## config.mk

```make
export PLATFORM = sky130hd
export DESIGN_NAME = free_list_bank_flat
export DESIGN_NICKNAME = d
export VERILOG_FILES = /design/src/rtl/free_list_bank_if.sv /design/src/rtl/free_list_bank.sv /design/src/flat_wrapper.sv
export SDC_FILE = /design/constraint.sdc
export NUM_CORES = 1
export LEC_CHECK = 0
export BUFFER_PORTS_ARGS = -buffer_cell sky130_fd_sc_hd__buf_2
export CAP_MARGIN = 0
export CORE_MARGIN = 2
export CORE_UTILIZATION = 55
export DETAILED_ROUTE_END_ITERATION = 8
export PLACE_DENSITY = 0.82
export SLEW_MARGIN = 5
export SYNTH_ARGS = -nofsm -noshare
export SYNTH_HDL_FRONTEND = slang
export SYNTH_SLANG_ARGS = --single-unit
export TNS_END_PERCENT = 10
```

## constraint.sdc

```tcl
create_clock -name CLK -period 3.1 [get_ports CLK]
set_input_delay 0.155 -clock CLK [delete_from_list [all_inputs] [get_ports CLK]]
set_output_delay 0.155 -clock CLK [all_outputs]
set_load 0.1 [all_outputs]
```

## src/rtl/free_list_bank_if.sv

```systemverilog
// Free-list bank handshake bundle: reclaim-side enqueue and rename-side dequeue.
//
// Handshake semantics:
//   enq_valid is a push request with no ready signal. The bank accepts it
//   whenever it has room, or when it is full and a dequeue fires in the same
//   cycle. Otherwise the push is dropped and flagged.
//   deq_valid/deq_ready follow strict valid/ready rules. A transfer happens
//   only on a cycle where both are high. deq_PR is stable while deq_valid is
//   high and no transfer has happened. Raising deq_ready while deq_valid is
//   low is a protocol error that the bank records.
interface free_list_bank_if #(
    parameter int LOG_LEN  = 5,
    parameter int LOG_BANK = 2
);
    logic                        enq_valid;
    logic [LOG_LEN-1:0]          enq_PR_upper;
    logic                        deq_valid;
    logic [LOG_LEN+LOG_BANK-1:0] deq_PR;
    logic                        deq_ready;

    // Producer/consumer side (commit reclaim + rename).
    modport master (
        output enq_valid,
        output enq_PR_upper,
        output deq_ready,
        input  deq_valid,
        input  deq_PR
    );

    // The bank itself.
    modport slave (
        input  enq_valid,
        input  enq_PR_upper,
        input  deq_ready,
        output deq_valid,
        output deq_PR
    );
endinterface

```

## src/rtl/free_list_bank.sv

```systemverilog
// One bank of the physical-register free list.
// The bank is a circular FIFO of PR tag upper bits. Every tag it holds has
// BANK_INDEX as its low bits. An occupancy counter tells full apart from empty.
module free_list_bank #(
    parameter int BANK_INDEX                    = 0,
    parameter int FREE_LIST_LENGTH_PER_BANK     = 32,
    parameter int LOG_FREE_LIST_LENGTH_PER_BANK = 5,
    parameter int LOG_FREE_LIST_BANK_COUNT      = 2,
    parameter int AR_COUNT                      = 32,
    parameter int FREE_LIST_LOWER_THRESHOLD     = 8,
    parameter int FREE_LIST_UPPER_THRESHOLD     = 24
) (
    input  logic                                   CLK,
    input  logic                                   RST,
    free_list_bank_if.slave                        fl,
    output logic [LOG_FREE_LIST_LENGTH_PER_BANK:0] count,
    output logic                                   below_lower,
    output logic                                   above_upper,
    output logic                                   overflow_err,
    output logic                                   underflow_err
);
    localparam int PW = LOG_FREE_LIST_LENGTH_PER_BANK;
    localparam int BW = LOG_FREE_LIST_BANK_COUNT;
    // The first AR_COUNT/BANK_COUNT tags of this bank are mapped to
    // architectural registers at reset. Everything above them starts free.
    localparam int RESET_BASE = AR_COUNT / (1 << BW);
    localparam int RESET_FREE = FREE_LIST_LENGTH_PER_BANK - RESET_BASE;

    localparam logic [PW:0]   FULL_COUNT  = (PW+1)'(FREE_LIST_LENGTH_PER_BANK);
    localparam logic [PW:0]   RESET_COUNT = (PW+1)'(RESET_FREE);
    localparam logic [PW-1:0] RESET_TAIL  = PW'(RESET_FREE);
    localparam logic [BW-1:0] BANK_BITS   = BW'(BANK_INDEX);

    logic [PW-1:0] entries_q [FREE_LIST_LENGTH_PER_BANK];
    logic [PW-1:0] head_q, head_d;
    logic [PW-1:0] tail_q, tail_d;
    logic [PW:0]   count_q, count_d;
    logic          overflow_q, overflow_d;
    logic          underflow_q, underflow_d;

    logic deq_fire;
    logic enq_fire;

    // A slot freed by a same-cycle dequeue lets a push into a full bank through.
    // An empty bank never bypasses: the pushed tag shows up on the next cycle.
    assign deq_fire = fl.deq_valid & fl.deq_ready;
    assign enq_fire = fl.enq_valid & ((count_q != FULL_COUNT) | deq_fire);

    // Pointer, occupancy and sticky error next-state.
    always_comb begin
        head_d      = head_q;
        tail_d      = tail_q;
        count_d     = count_q;
        overflow_d  = overflow_q;
        underflow_d = underflow_q;
        if (deq_fire) head_d = head_q + PW'(1);
        if (enq_fire) tail_d = tail_q + PW'(1);
        case ({enq_fire, deq_fire})
            2'b10:   count_d = count_q + (PW+1)'(1);
            2'b01:   count_d = count_q - (PW+1)'(1);
            default: count_d = count_q;
        endcase
        if (fl.enq_valid & ~enq_fire)    overflow_d  = 1'b1;
        if (fl.deq_ready & ~fl.deq_valid) underflow_d = 1'b1;
    end

    // Control registers. Reset wins over any same-cycle push or pop.
    always_ff @(posedge CLK) begin
        if (RST) begin
            head_q      <= '0;
            tail_q      <= RESET_TAIL;
            count_q     <= RESET_COUNT;
            overflow_q  <= 1'b0;
            underflow_q <= 1'b0;
        end else begin
            head_q      <= head_d;
            tail_q      <= tail_d;
            count_q     <= count_d;
            overflow_q  <= overflow_d;
            underflow_q <= underflow_d;
        end
    end

    // Tag storage: reset preloads the unmapped tags, and each accepted push writes at tail.
    always_ff @(posedge CLK) begin
        if (RST) begin
            for (int k = 0; k < FREE_LIST_LENGTH_PER_BANK; k++) begin
                entries_q[k] <= (k < RESET_FREE) ? PW'(k + RESET_BASE) : '0;
            end
        end else if (enq_fire) begin
            entries_q[tail_q] <= fl.enq_PR_upper;
        end
    end

    // Zero-latency head read and flags derived from the registered count.
    assign fl.deq_valid  = (count_q != '0);
    assign fl.deq_PR     = {entries_q[head_q], BANK_BITS};
    assign count         = count_q;
    assign below_lower   = (count_q < (PW+1)'(FREE_LIST_LOWER_THRESHOLD));
    assign above_upper   = (count_q > (PW+1)'(FREE_LIST_UPPER_THRESHOLD));
    assign overflow_err  = overflow_q;
    assign underflow_err = underflow_q;
endmodule

```

## src/flat_wrapper.sv

```systemverilog
// flat-port wrapper written by rule: the top's interface ports become plain ports
module free_list_bank_flat 
#(
    parameter int BANK_INDEX                    = 0,
    parameter int FREE_LIST_LENGTH_PER_BANK     = 32,
    parameter int LOG_FREE_LIST_LENGTH_PER_BANK = 5,
    parameter int LOG_FREE_LIST_BANK_COUNT      = 2,
    parameter int AR_COUNT                      = 32,
    parameter int FREE_LIST_LOWER_THRESHOLD     = 8,
    parameter int FREE_LIST_UPPER_THRESHOLD     = 24
)
  (CLK, RST, count, below_lower, above_upper, overflow_err, underflow_err, fl_enq_valid, fl_enq_PR_upper, fl_deq_ready, fl_deq_valid, fl_deq_PR);
  free_list_bank_if #(.LOG_LEN(5), .LOG_BANK(2)) fl_i ();
  input  logic CLK;
  input  logic RST;
  output logic [LOG_FREE_LIST_LENGTH_PER_BANK:0] count;
  output logic below_lower;
  output logic above_upper;
  output logic overflow_err;
  output logic underflow_err;
  input wire logic [$bits(fl_i.enq_valid)-1:0] fl_enq_valid;
  input wire logic [$bits(fl_i.enq_PR_upper)-1:0] fl_enq_PR_upper;
  input wire logic [$bits(fl_i.deq_ready)-1:0] fl_deq_ready;
  output wire logic [$bits(fl_i.deq_valid)-1:0] fl_deq_valid;
  output wire logic [$bits(fl_i.deq_PR)-1:0] fl_deq_PR;
  assign fl_i.enq_valid = fl_enq_valid;
  assign fl_i.enq_PR_upper = fl_enq_PR_upper;
  assign fl_i.deq_ready = fl_deq_ready;
  assign fl_deq_valid = fl_i.deq_valid;
  assign fl_deq_PR = fl_i.deq_PR;
  free_list_bank #(.BANK_INDEX(BANK_INDEX), .FREE_LIST_LENGTH_PER_BANK(FREE_LIST_LENGTH_PER_BANK), .LOG_FREE_LIST_LENGTH_PER_BANK(LOG_FREE_LIST_LENGTH_PER_BANK), .LOG_FREE_LIST_BANK_COUNT(LOG_FREE_LIST_BANK_COUNT), .AR_COUNT(AR_COUNT), .FREE_LIST_LOWER_THRESHOLD(FREE_LIST_LOWER_THRESHOLD), .FREE_LIST_UPPER_THRESHOLD(FREE_LIST_UPPER_THRESHOLD)) u_core (.CLK(CLK), .RST(RST), .fl(fl_i), .count(count), .below_lower(below_lower), .above_upper(above_upper), .overflow_err(overflow_err), .underflow_err(underflow_err));
endmodule
```

==> results.ini <==
[run_status]
status=complete, no violations

[sta]
final-hold-violation-count=0
setup_violations=0
rsz0062_at_grt=false
relSlewSlack=0.4807
min_period_ps=2900
skew_ps=9.023
setup_tns_ps=0
slew_violations=0
clock.fmax_mhz=344.8
worst_slew_pin_slew_ps=770.8
setup_slack_ps=200.2
fin_crit_sh=0.9354

[synthesis]
synth_compound_area_frac=0.05319
yosys_register_bits=183
synth_adder_area_share=0.01126
ys.flop_type=edfxtp_1
syn_area_per_cell_um2=12.54
synth_warnings=0
synthMuxAreaShare=0.1026
syn_inst=709
yosys-top-cells-count=edfxtp_1, and3_1, or2_2
synth_most_common_cell=edfxtp_1
synth-simple-area-share=0.1956
synth_top_family_by_area=simple AND/OR/NAND/NOR gates
syn_area_mm2=0.008891
synth_cell_types=51
async_flop_share=0
synth_top_area_cell=edfxtp_1
ys_top_cells_by_area=edfxtp_1, and3_1, dfxtp_1
ys_seq_area_frac=0.5922
synth_edf_count=160
synth_xor_area_frac=0.008866
synth_top_area_frac=0.5404

[placement]
dp.cells=901
pre_cts_slack_ps=128.1
detailed_place_hpwl_mm=12.00
gp_congestion=0.8578
io_buffer_count=24

[cts]
clkTransAtPathRegs_ps=70
h-tree-depth=4
postCtsHoldBufs=0
cts_root_buffer=clkbuf_16
cts_setup_buffers=0
tritoncts.num_buffers=17
cts.sinks=183
cts_tree=built
clk_latency_ps=430
clk_path_buf_depth=2

[power_and_ir_drop]
irDropWorstVdd_v=0.0003638
p_int_mw=4.089
p_switching_mw=1.449
pwr-share-seq=0.506
p_leak_nw=3.438
p_comb_frac=0.120
swShare=0.2617
clkPwrFrac=0.374
powerDensity_mw_per_mm2=571.2

[detailed_routing]
via_per_inst=5.932
routedWlPerCell_um=19.43
antenna_left=0
first_pass_iters=5
drt-initial-drc-count=471
vias=5535
drt-total-wl_mm=18.12
drc=0

[worst_setup_path]
required_ps=2940
startpoint_type=flop
arrival_ps=2740
crit_type=flop to output pin
worstPathMaxFanout=24
end_kind=output pin

[global_route]
grt_max_degree=33
antenna_found_initial=0
grt_pass1_wl_mm=29.26
overflow=0
grt_pass1_vias=5541
grt_usage=0.2188

[floorplanning]
dieWidth_um=131.1
io_pins=27
core-area_mm2=0.01583
fp.dieArea_mm2=0.01720
initial_core_util=0.5617
die_h_um=131.1
num_rows=46

[final_layout]
post-route-util=0.6126
fin_cells=933
drive_above_1_share=0.2441
diodes=0
final.fill_count=1185
nNetsFinal=721
syn2layout_area_growth_pct=9.049

[run]
max-cap-violations=0

[hold_path]
min_path_type=input port to flop

## per-stage QoR
step | hold slack [ps] | area (um2) | power [mW]
2_1_floorplan | 295.7 | 8904 | 3.385
3_3_place_gp | 448.3 | 9119 | 3.492
3_5_place_dp | 465.7 | 9119 | 3.516
4_1_cts | 37.72 | 9689 | 5.541
5_1_grt | 78.22 | 9696 | 5.695
6_report | 55.84 | 9696 | 5.538
## metal layers
layer  vias to the layer above  global-route usage  part of all wire  routed length [um]
li1                       2585                   -                 -                   -
met1                      2709              0.2778              0.40                7292
met2                       207              0.3687              0.51                9260
met3                        34             0.04745             0.063                1147
met4                         0             0.08635             0.023                 424
met5                         -                   0                 0                   0
## final cells by class
cell class | count | area, um2 | share of cell area
repair buffers | 40 | 244.0 | 0.02516
multi-input cells | 456 | 3318 | 0.3422
clock inverters | 10 | 62.56 | 0.006452
clock buffers | 22 | 508.0 | 0.05239
well taps | 216 | 270.3 | 0.02787
flip-flops and latches | 183 | 5270 | 0.5436
inverters | 6 | 22.52 | 0.002323
## flip-flops by register name, indices dropped and copies added (netlist names), named ones only
register              count
u_core.entries_q        160
u_core.count              6
u_core.head_q             5
u_core.tail_q             5
u_core.overflow_err       1
u_core.underflow_err      1
## power by group through the flow
| stage | Clock, mW | Sequential, mW | Combinational (mW) |
|---|---|---|---|
| after floorplan | 0 | 2.90 | 0.486 |
| after global placement | 0 | 2.85 | 0.644 |
| after detailed placement | 0 | 2.85 | 0.662 |
| after CTS | 2.08 | 2.80 | 0.663 |
| after global routing | 2.18 | 2.81 | 0.708 |
| final | 2.07 | 2.80 | 0.664 |
## cells in the final DEF (no fill, tap or decap), types with 6 or more instances in the layout
cell type  instances
inv_1              6
edfxtp_1         160
or2_2             71
a221oi_1           6
nor2b_1           11
ha_1               7
a22oi_1           12
nor2_1            20
buf_2             24
dfxtp_1           19
clkbuf_16         20
mux2i_1           45
buf_4             15
and3_1            74
nand3_1           19
mux4_2            20
o21ai_0            6
nand2_1           68
xor2_1             8
and2_1            21
a21oi_1           15
## final timing paths
kind                                          start  slack, ps                           endpoint  cells past startpoint
setup / recovery                               flop        200                       fl_deq_PR[5]                      6
hold / removal                         fl_deq_ready         60  u_core.underflow_err$_SDFFE_PP0P_                      3
setup reg to reg       u_core.count[0]$_SDFFE_PP0P_        220       u_core.count[2]$_SDFFE_PP0P_                     10
hold reg to reg   u_core.underflow_err$_SDFFE_PP0P_        480  u_core.underflow_err$_SDFFE_PP0P_                      2
## kinds of logic after synthesis
group	after synthesis
AO/OA/AOI/OAI	59
XOR/XNOR	9
adder cells (fa/ha/maj)	8
buffers and inverters	71
flip-flops	183
multiplexers	66
other	1
AND/OR/NAND/NOR	312
## timing repair
| item | in CTS | in global routing |
|---|---|---|
| gates resized for setup | 0 | 2 |
| hold endpoints to repair | 0 | 0 |
| endpoints found under the setup margin | 0 | 3 |
## critical path: stages (launching register included)
cell,delay (ps)
dfxtp_1,340
buf_6,300
mux4_2,590
a22o_1,240
a221oi_1,320
nand3_1,170
buf_2,320
No activity file was read; power rests on OpenSTA's default activity.
